$ cat src/rtl/ifm_out_fsm.sv
// ============================================================================
// Module      : ifm_out_fsm
// Description : Frame output sequencer. Reads per-frame status from the info
//               FIFO, forwards or drops the frame's beats from the data FIFO
//               onto AXI-Stream, and counts good and bad frames.
// Revision    : 1.0 - initial release
// ============================================================================
`default_nettype none
`timescale 1ns/1ps

module ifm_out_fsm #(
    parameter int C_DROP_BAD  = 1,
    parameter int C_CNT_WIDTH = 32
) (
    input  logic                   rx_clk,
    input  logic                   rx_reset,
    input  logic [72:0]            data_fifo_rdata,
    input  logic                   data_fifo_empty,
    output logic                   data_fifo_rden,
    input  logic                   info_fifo_rdata,
    input  logic                   info_fifo_empty,
    output logic                   info_fifo_rden,
    output logic [63:0]            m_axis_tdata,
    output logic [7:0]             m_axis_tkeep,
    output logic                   m_axis_tlast,
    output logic                   m_axis_tuser,
    output logic                   m_axis_tvalid,
    input  logic                   m_axis_tready,
    output logic [C_CNT_WIDTH-1:0] good_frame_cnt,
    output logic [C_CNT_WIDTH-1:0] bad_frame_cnt
);

    localparam bit                   c_DROP    = (C_DROP_BAD != 0);
    localparam logic [C_CNT_WIDTH-1:0] c_CNT_ONE = C_CNT_WIDTH'(1);

    typedef enum logic [1:0] {
        S_IDLE = 2'd0,
        S_PASS = 2'd1,
        S_DROP = 2'd2
    } state_t;

    state_t                 r_state;
    state_t                 w_state_nxt;
    logic                   w_data_rden;
    logic                   w_info_rden;
    logic                   w_pass_pop;
    logic                   w_last_pop;
    logic                   r_status;
    logic [63:0]            r_tdata;
    logic [7:0]             r_tkeep;
    logic                   r_tlast;
    logic                   r_tuser;
    logic                   r_tvalid;
    logic [C_CNT_WIDTH-1:0] r_good_cnt;
    logic [C_CNT_WIDTH-1:0] r_bad_cnt;

    always_comb begin
        w_state_nxt = r_state;
        w_data_rden = 1'b0;
        w_info_rden = 1'b0;
        case (r_state)
            S_IDLE: begin
                if (!info_fifo_empty) begin
                    w_info_rden = 1'b1;
                    w_state_nxt = (info_fifo_rdata && c_DROP) ? S_DROP : S_PASS;
                end
            end
            S_PASS:  w_data_rden = !data_fifo_empty && (!r_tvalid || m_axis_tready);
            S_DROP:  w_data_rden = !data_fifo_empty;
            default: w_state_nxt = S_IDLE;
        endcase
        if (w_data_rden && data_fifo_rdata[72]) begin
            w_state_nxt = S_IDLE;
        end
        // FIFOs share this reset; popping them during reset would be meaningless
        if (rx_reset) begin
            w_data_rden = 1'b0;
            w_info_rden = 1'b0;
        end
    end

    assign w_pass_pop = (r_state == S_PASS) && w_data_rden;
    assign w_last_pop = w_data_rden && data_fifo_rdata[72];

    always_ff @(posedge rx_clk) begin
        if (rx_reset) begin
            r_state    <= S_IDLE;
            r_status   <= 1'b0;
            r_tdata    <= '0;
            r_tkeep    <= '0;
            r_tlast    <= 1'b0;
            r_tuser    <= 1'b0;
            r_tvalid   <= 1'b0;
            r_good_cnt <= '0;
            r_bad_cnt  <= '0;
        end else begin
            r_state <= w_state_nxt;
            if (w_info_rden) begin
                r_status <= info_fifo_rdata;
            end
            if (w_pass_pop) begin
                r_tdata  <= data_fifo_rdata[63:0];
                r_tkeep  <= data_fifo_rdata[71:64];
                r_tlast  <= data_fifo_rdata[72];
                r_tuser  <= r_status && data_fifo_rdata[72];
                r_tvalid <= 1'b1;
            end else if (r_tvalid && m_axis_tready) begin
                r_tvalid <= 1'b0;
            end
            if (w_pass_pop && data_fifo_rdata[72] && !r_status) begin
                r_good_cnt <= r_good_cnt + c_CNT_ONE;
            end
            // Dropped frames carry status 1 by construction
            if (w_last_pop && ((r_state == S_DROP) || r_status)) begin
                r_bad_cnt <= r_bad_cnt + c_CNT_ONE;
            end
        end
    end

    assign data_fifo_rden = w_data_rden;
    assign info_fifo_rden = w_info_rden;
    assign m_axis_tdata   = r_tdata;
    assign m_axis_tkeep   = r_tkeep;
    assign m_axis_tlast   = r_tlast;
    assign m_axis_tuser   = r_tuser;
    assign m_axis_tvalid  = r_tvalid;
    assign good_frame_cnt = r_good_cnt;
    assign bad_frame_cnt  = r_bad_cnt;

endmodule

`default_nettype wire
$ cat config.mk
export PLATFORM = sky130hd
export DESIGN_NAME = ifm_out_fsm
export DESIGN_NICKNAME = d
export VERILOG_FILES = /design/src/rtl/ifm_out_fsm.sv
export SDC_FILE = /design/constraint.sdc
export NUM_CORES = 1
export LEC_CHECK = 0
export ABC_CLOCK_PERIOD_IN_PS = 3100
export CAP_MARGIN = 20
export CORE_MARGIN = 10
export CORE_UTILIZATION = 49
export DETAILED_ROUTE_END_ITERATION = 6
export HOLD_SLACK_MARGIN = 0.15
export PLACE_DENSITY = 0.86
export SYNTH_ARGS = -nofsm -noshare
export SYNTH_HDL_FRONTEND = slang
export SYNTH_SLANG_ARGS = --single-unit
$ cat constraint.sdc
create_clock -name rx_clk -period 3.1 [get_ports rx_clk]
set_input_delay 0.93 -clock rx_clk [delete_from_list [all_inputs] [get_ports rx_clk]]
set_output_delay 0.93 -clock rx_clk [all_outputs]
set_load 0.01 [all_outputs]
==> metrics <==
Synth cell types=between 40 and 50; Max-Cap Viols=0; Core Region=approximately 0.013 mm²; Critical R2R Launch=r_state[1]; post-synthesis adder-cell area fraction=1.008%; synthesized instance count=709; Post-layout nets=around 1k; Peak supply drop=0.0004107 V; CTS sink cnt=between 100 and 150; Iter 0 DRT Violations=roughly 450; worst slew pin tran=between 0.8 and 0.9 ns; register area share after synthesis=a little under half; RSZ-0062 raised after global routing=false; reg2reg path depth=7; clock-pin slew on the worst setup and hold paths=about 0.060 ns; Startpoint Class=primary input; Starting Density=49.57%; fill count=a little over 900; worst hold stages=2; Final Hold Viols=0; internal power=around 3.6 mW; CTS Buffer Depth=2; Final ANT Viol Nets=0; part of the cycle the worst path needs=97.47%; Synth Area per Inst=~9 µm²; Routed WL per cell=16.65 µm; Synth top area share=between 40% and 50%; Slew Limit Fails=0; Post-DP Area=about 0.0085 mm²; gr ovfl total=0; DR DRC count=0; largest net degree at the start of global routing=102; syn_nets=793; setup TNS=0 ns; status=finished clean; worst r2r dst=good_frame_cnt[3]; postcts setup bufs=0; Final Wtd Congestion=0.8266; Clock power frac=between 50% and 60%; TritonCTS clock tree=built; Leak=~3.2 nW; Clock Skew=approximately 0.0077 ns; top cells by count, synth=142 x dfxtp_1, 95 x nand2_1, 75 x nand2b_1, 68 x nor2_1, 68 x o21ai_0; top cells by area, synth=dfxtp_1 46%, xnor2_1 7.8%, nand2b_1 7.6%, nand2_1 5.7%, o21ai_0 5.5%; CTS Hold Buffers Added=0; min Tclk post-route=slightly above 3 ns; n_diodes=0; Sw Share=between 10% and 20%; #FFs+latches synth=142; CP endpoint kind=output port; asr flop ratio synth=0%; XOR/XNOR share of the synthesized area=between 8 and 9%; Die Y=132.5 µm; number of synthesized flops with an enable pin=0; Post-Route WL=approximately 18000 µm; post-route insts no fill=approximately 1.1k; WP data arrival=around 2.1 ns; Finished Cell Area=a little over 0.009 mm²; IO buf count=~220; count leader, synth=dfxtp_1; die area=~0.018 mm²; Setup violations, final=0; layout cells sized above 1=just over 8%; initial antenna violation count=0; Layout area overhead=49.00%; HPWL Detailed=12940 µm; placed insts=approximately 1.1k; CTS root buf=clkbuf_16; simple-gate share of the synthesized area=33.15%; vias per std cell=slightly above 5; Ys Warns=0; row count=41; global-route wire length before repair=slightly below 30000 µm; ys flop type=dfxtp_1; critical path data required time=roughly 2.2 ns; worst hold path startpoint=m_axis_tdata[57]; CP max FO=2; Compound-Gate Fraction of Synth Area=7.118%; area leader, netlist=dfxtp_1; Comb pwr share=5.5%; Resize count post-CTS=6; Top Ports=between 200 and 250; Slew headroom=between 40 and 50%; # H-tree levels=4; Crit Path Category=in2out; Cell Pwr Density=~480 mW/mm²; Seq pwr share=around two fifths; die width=132.5 µm; sw power=0.8818 mW; main combinational cell family by area after synthesis=simple AND/OR/NAND/NOR gates; Hold/Removal Path Class=reg2reg; TritonCTS buffer count=17; drt pass-1 iters=5; Mapped Area=a little over 0.006 mm²; Worst Hold Endpoint=m_axis_tdata[57]; vias in the first global route=5680; Max Clock Freq=331.0 MHz; Total GRT Usage=~20%; post-synthesis mux area share=less than 1%; vias=5651; clk_lat worst skew=between 0.4 and 0.5 ns; r2r setup slk=~0.87 ns
## layout make-up
class | instances | area, µm² | share of cell area [%]
multi-input combinational | 514 | 3129 | 33.85
sequential | 142 | 2843 | 30.75
timing repair buffer | 236 | 2336 | 25.27
clock buffer | 22 | 494.2 | 5.346
tap | 172 | 215.2 | 2.328
clock inverter | 10 | 205.2 | 2.220
inverter | 6 | 22.52 | 0.2436
## cell families (layout without fill, tap and decap cells)
group           count (synthesis)  in the layout
compound gates                 86             86
xor+xnor                       60             60
fa+ha+maj                       5              5
buf+inv                        53            274
flops                         142            142
mux                             2              2
simple gates                  361            361
## through the flow
step | util (%) | setup WS [ns] | total power, mW | hold slack, ns
2_1_floorplan | - | 0.5126 | 1.979 | 0.4761
3_3_place_gp | 68.28 | -0.3761 | 2.131 | 0.4516
3_5_place_dp | 68.28 | -0.4111 | 2.133 | 0.4604
4_1_cts | 73.86 | 0.07811 | 4.510 | 0.4702
5_1_grt | 73.86 | 0.009781 | 4.613 | 0.4874
6_report | 73.86 | 0.07851 | 4.482 | 0.4684
## worst max-delay path by stage
stage,startpoint,to,depth (start not counted)
floorplan,rx_reset,info_fifo_rden,4
global placement,m_axis_tready,data_fifo_rden,6
detailed placement,m_axis_tready,data_fifo_rden,6
CTS,m_axis_tready,data_fifo_rden,6
global route,m_axis_tready,data_fifo_rden,6
finish,m_axis_tready,data_fifo_rden,6
## power groups by stage
stage               clock network, mW  logic, mW  registers (mW)
detailed placement                  0      0.246            1.89
finish                           2.39      0.248            1.85
CTS                              2.42      0.248            1.85
global placement                    0      0.245            1.89
floorplan                           0     0.0905            1.89
global route                     2.50      0.266            1.85
## cell usage in the layout (no fill, tap or decap), types with 16 or more instances in the layout
| cell type | n |
|---|---|
| clkdlybuf4s50_1 | 216 |
| dfxtp_1 | 142 |
| nand2_1 | 95 |
| nand2b_1 | 75 |
| nor2_1 | 68 |
| o21ai_0 | 68 |
| xnor2_1 | 55 |
| nand3_1 | 18 |
| nor3_1 | 18 |
| clkbuf_16 | 17 |
| buf_4 | 16 |
## metal layers
| layer | GRT usage (%) | vias to the layer above | wire, µm |
|---|---|---|---|
| met3 | 8.176 | 24 | 1550 |
| met4 | 7.396 | 0 | 378 |
| li1 | - | 2802 | - |
| met5 | 0 | - | 0 |
| met2 | 34.73 | 181 | 9115 |
| met1 | 22.42 | 2644 | 7305 |
## flip-flops by register name (all words and copies together) (netlist names)
register / cells
r_state: 2
m_axis_tkeep: 8
good_frame_cnt: 32
m_axis_tvalid: 1
m_axis_tlast: 1
bad_frame_cnt: 32
r_status: 1
m_axis_tdata: 64
m_axis_tuser: 1
## worst max-delay path, stage by stage
cell and delay, ns:
clkdlybuf4s50_1 0.46, nand2b_1 0.12, a21oi_1 0.08, nor3b_2 0.21, nor2b_1 0.14, buf_2 0.15
Note: power is estimated with default switching activity, not from simulation.
